[src/rtl/data_synchronizer.sv]
// Moves a level-qualified data bus into the CLK domain: only the enable is
// synchronized, and its rising edge produces a one-cycle strobe that captures the bus.
module data_synchronizer #(
    parameter int data_width = 8,
    parameter int NUM_STAGES = 2
) (
    input  logic                  CLK,
    input  logic                  RST,
    input  logic [data_width-1:0] unsync_bus,
    input  logic                  bus_enable,
    output logic [data_width-1:0] sync_bus,
    output logic                  enable_pulse
);

    logic [NUM_STAGES-1:0] sync_chain;
    logic                  sync_en;
    logic                  sync_en_prev;
    logic                  pulse_comb;

    assign sync_en    = sync_chain[NUM_STAGES-1];
    assign pulse_comb = sync_en & ~sync_en_prev;

    // Enable synchronizer chain: bit 0 samples the asynchronous qualifier.
    always_ff @(posedge CLK) begin
        if (RST) begin
            sync_chain <= '0;
        end else begin
            sync_chain <= {sync_chain[NUM_STAGES-2:0], bus_enable};
        end
    end

    // Rising-edge detector on the synchronized enable.
    always_ff @(posedge CLK) begin
        if (RST) begin
            sync_en_prev <= 1'b0;
            enable_pulse <= 1'b0;
        end else begin
            sync_en_prev <= sync_en;
            enable_pulse <= pulse_comb;
        end
    end

    // The bus is stable while the qualifier is high, so sampling it once on
    // the detected edge is safe without passing it through the chain.
    always_ff @(posedge CLK) begin
        if (RST) begin
            sync_bus <= '0;
        end else if (pulse_comb) begin
            sync_bus <= unsync_bus;
        end
    end

endmodule

[config.mk]
export PLATFORM = sky130hd
export DESIGN_NAME = data_synchronizer
export DESIGN_NICKNAME = d
export VERILOG_FILES = /design/src/rtl/data_synchronizer.sv
export SDC_FILE = /design/constraint.sdc
export NUM_CORES = 1
export LEC_CHECK = 0
export CORE_MARGIN = 1.5
export CORE_UTILIZATION = 35
export CTS_CLUSTER_SIZE = 25
export DETAILED_ROUTE_END_ITERATION = 10
export PLACE_DENSITY = 0.71
export SYNTH_ARGS = -nofsm -noshare
export SYNTH_HDL_FRONTEND = slang
export SYNTH_SLANG_ARGS = --single-unit
[constraint.sdc]
create_clock -name CLK -period 0.9 [get_ports CLK]
set_input_delay 0.09 -clock CLK [delete_from_list [all_inputs] [get_ports CLK]]
set_output_delay 0.09 -clock CLK [all_outputs]
set_load 0.05 [all_outputs]
==> out/results.ini <==
[outcome]
status = completed

[placement]
pre_cts_ws_ns = -0.1919
place_area_sq_um = 788.3
gp_congestion = 0.6134
placement.io_buffers = 19
dp_cells = 78
place.detailed.hpwl_microns = 694.8

[finish]
area_delta_synth_final_pct = 78.61
drive_gt1_share_pct = 39.71
fin_cells = 82
nets = 80
mostFrequentLayoutCell = clkdlybuf4s50_1
finalCoreUtilization_pct = 71.37
diodes = 0
layout_common_cells = clkdlybuf4s50_1 (10), buf_12 (9), dfxtp_2 (9)
layout.cell_area.non_filler_sq_um = 835.8

[worst_setup_path]
criticalPathCategory = register to output port
crit_path_cell_trace = buf_12
kind_of_cell_adding_the_most_delay_to_the_critical_path = flip-flops
worstPathMaxFanout = 2
cp-end-kind = output port
ff_to_ff_setup_slack_ns = 0.07
crit_path_start = sync_bus[0]
critPathLaunchType = register
timing.critical_path.slowest_cell_delay_ns = 0.36
rr_startpoint = sync_en_prev
critPathArrivalTime_ns = 0.76
slowest_cp_cell = dfxtp_2
critPathBufInv = 1
crit_required_ns = 0.81

[flow_run]
cap_viol_max_count = 0

[floorplan]
die-area_sq_um = 1565
vertical_die_dimension_microns = 39.57
ios = 20
initial_utilization_pct = 39.96
die_width_microns = 39.57
core-area_sq_um = 1171
placementRows = 12

[clock_tree]
cts.repair_timing.setup_buffer_count = 0
insertion_delay_of_the_later_clocked_pin_in_the_worst_skew_pair_ns = 0.26
tritoncts = done
clk_pin_slew_ns = 0.07
post_cts_hold_buffer_count = 0
cts-root-to-sink-buffers = 2
h_tree_levels = 1
cts_root_buf = clkbuf_4
tritoncts_num_sinks = 12
cts_buf_count = 3

[worst_hold_path]
hold_path_startpoint = bus_enable
classification_of_the_worst_slack_hold_path = input pin to register

[global_routing]
grt.overflow.total = 0
grt_start_max_net_pins = 11
groute.usage.overall_pct = 15.37
grt_pass1_wl_mm = 1.504
antenna_found_initial = 0
via_count_of_the_first_global_routing_pass = 355

[sta]
period_needed_ns = 0.8542
final-setup-viol-count = 0
rsz0062_at_grt = no
finalSetupTns_ns = 0
clock_skew_ns = 0.004376
timing.final.hold_violations = 0
tightest_slew_ns = 0.1854
report.final.slew_viol_count = 0
max-slew-margin-rel_pct = 87.61
finalCritPeriodShare_pct = 94.91
fmax_ghz = 1.171
timing.final.ws_setup_ns = 0.04581

[synthesis]
area_of_the_mapped_netlist_sq_um = 467.9
yosysWarningCount = 0
synth.avg_cell_area_sq_um = 10.88
sequential_cell_area_fraction_in_the_yosys_report_pct = 51.34
post_synth_num_cell_types = 8
postSynthCellCount = 43
mappedNetlistNets = 54
synth_seq_cells = 12

[drt]
post-route-drc-count = 0
ant_nets = 0
initialDrtViolationCount = 3
detailed_route_via_count = 391
wl_per_cell_microns = 11.55
route.detailed.vias_per_inst = 4.768
wire_length_reported_by_the_detailed_router_microns = 947
drt_pass1_iterations = 4

[power_and_ir_drop]
vdd_ir_drop_max_v = 0.0007377
power-per-cell-area_nw_per_um2 = 1426
p_leak_nw = 0.3085

-- path summary, 6_finish.rpt --
path	depth (start not counted)	to
worst max-delay path	1	sync_bus[0]
worst min-delay path	2	sync_chain[0]
worst min register to register	1	sync_chain[1]
worst max register to register	2	sync_bus[3]
-- state kept, by name, indices dropped and copies added, names as in the netlist --
| signal | count |
|---|---|
| sync_chain | 2 |
| sync_en_prev | 1 |
| enable_pulse | 1 |
| sync_bus | 8 |
-- cell families (layout without fill, tap and decap cells) --
family          count (synthesis)  in the layout  synth area share, %
simple gates                   21             21                38.50
flops                          12             12                51.34
compound gates                  8              8                8.556
buf+inv                         2             27                1.605
-- power by group --
| part | total, W | internal, W | switching [W] | leakage [nW] |
|---|---|---|---|---|
| clock network | 0.000419 | 0.000245 | 0.000173 | 0.0210 |
| logic | 0.000203 | 0.000122 | 0.0000813 | 0.185 |
| registers | 0.000570 | 0.000552 | 0.0000178 | 0.102 |
| total | 0.00119 | 0.000919 | 0.000272 | 0.308 |
-- stage by stage --
stage,total power [W],hold WS (ns)
after floorplan,0.0006589,0.2182
after global placement,0.0007804,0.4312
after detailed placement,0.0007831,0.4374
after CTS,0.001205,0.3795
after global routing,0.001248,0.3956
final,0.001192,0.3810
-- area by class of cell --
| cell class | instances | area (sq um) |
|---|---|---|
| clock buffer | 4 | 36.28 |
| fill | 82 | 335.3 |
| multi-input combinational | 29 | 220.2 |
| sequential | 12 | 251.5 |
| tap | 14 | 17.52 |
| timing repair buffer | 23 | 310.3 |
-- synthesized netlist by cell type (all sizes together) --
cell	instances	area share (%)
and2b	1	1.6
clkbuf	2	1.6
dfxtp	12	51
nand2b	8	11
nand4bb	8	19
nor2b	4	7.0
o21ai	8	8.6
-- per-layer routing --
metal  GRT usage [%]  vias up  routed length, microns
met5               0        -                       0
met4           10.34        0                      11
met3           5.114        2                      51
met2           23.36       12                     452
met1           17.93      174                     432
li1                -      203                       -
-- what timing repair did --
action	4_1_cts	5_1_grt
setup endpoints to repair	6	2
hold endpoints to repair	0	0
gates resized for setup	7	2
(Power assumes the default switching activity.)
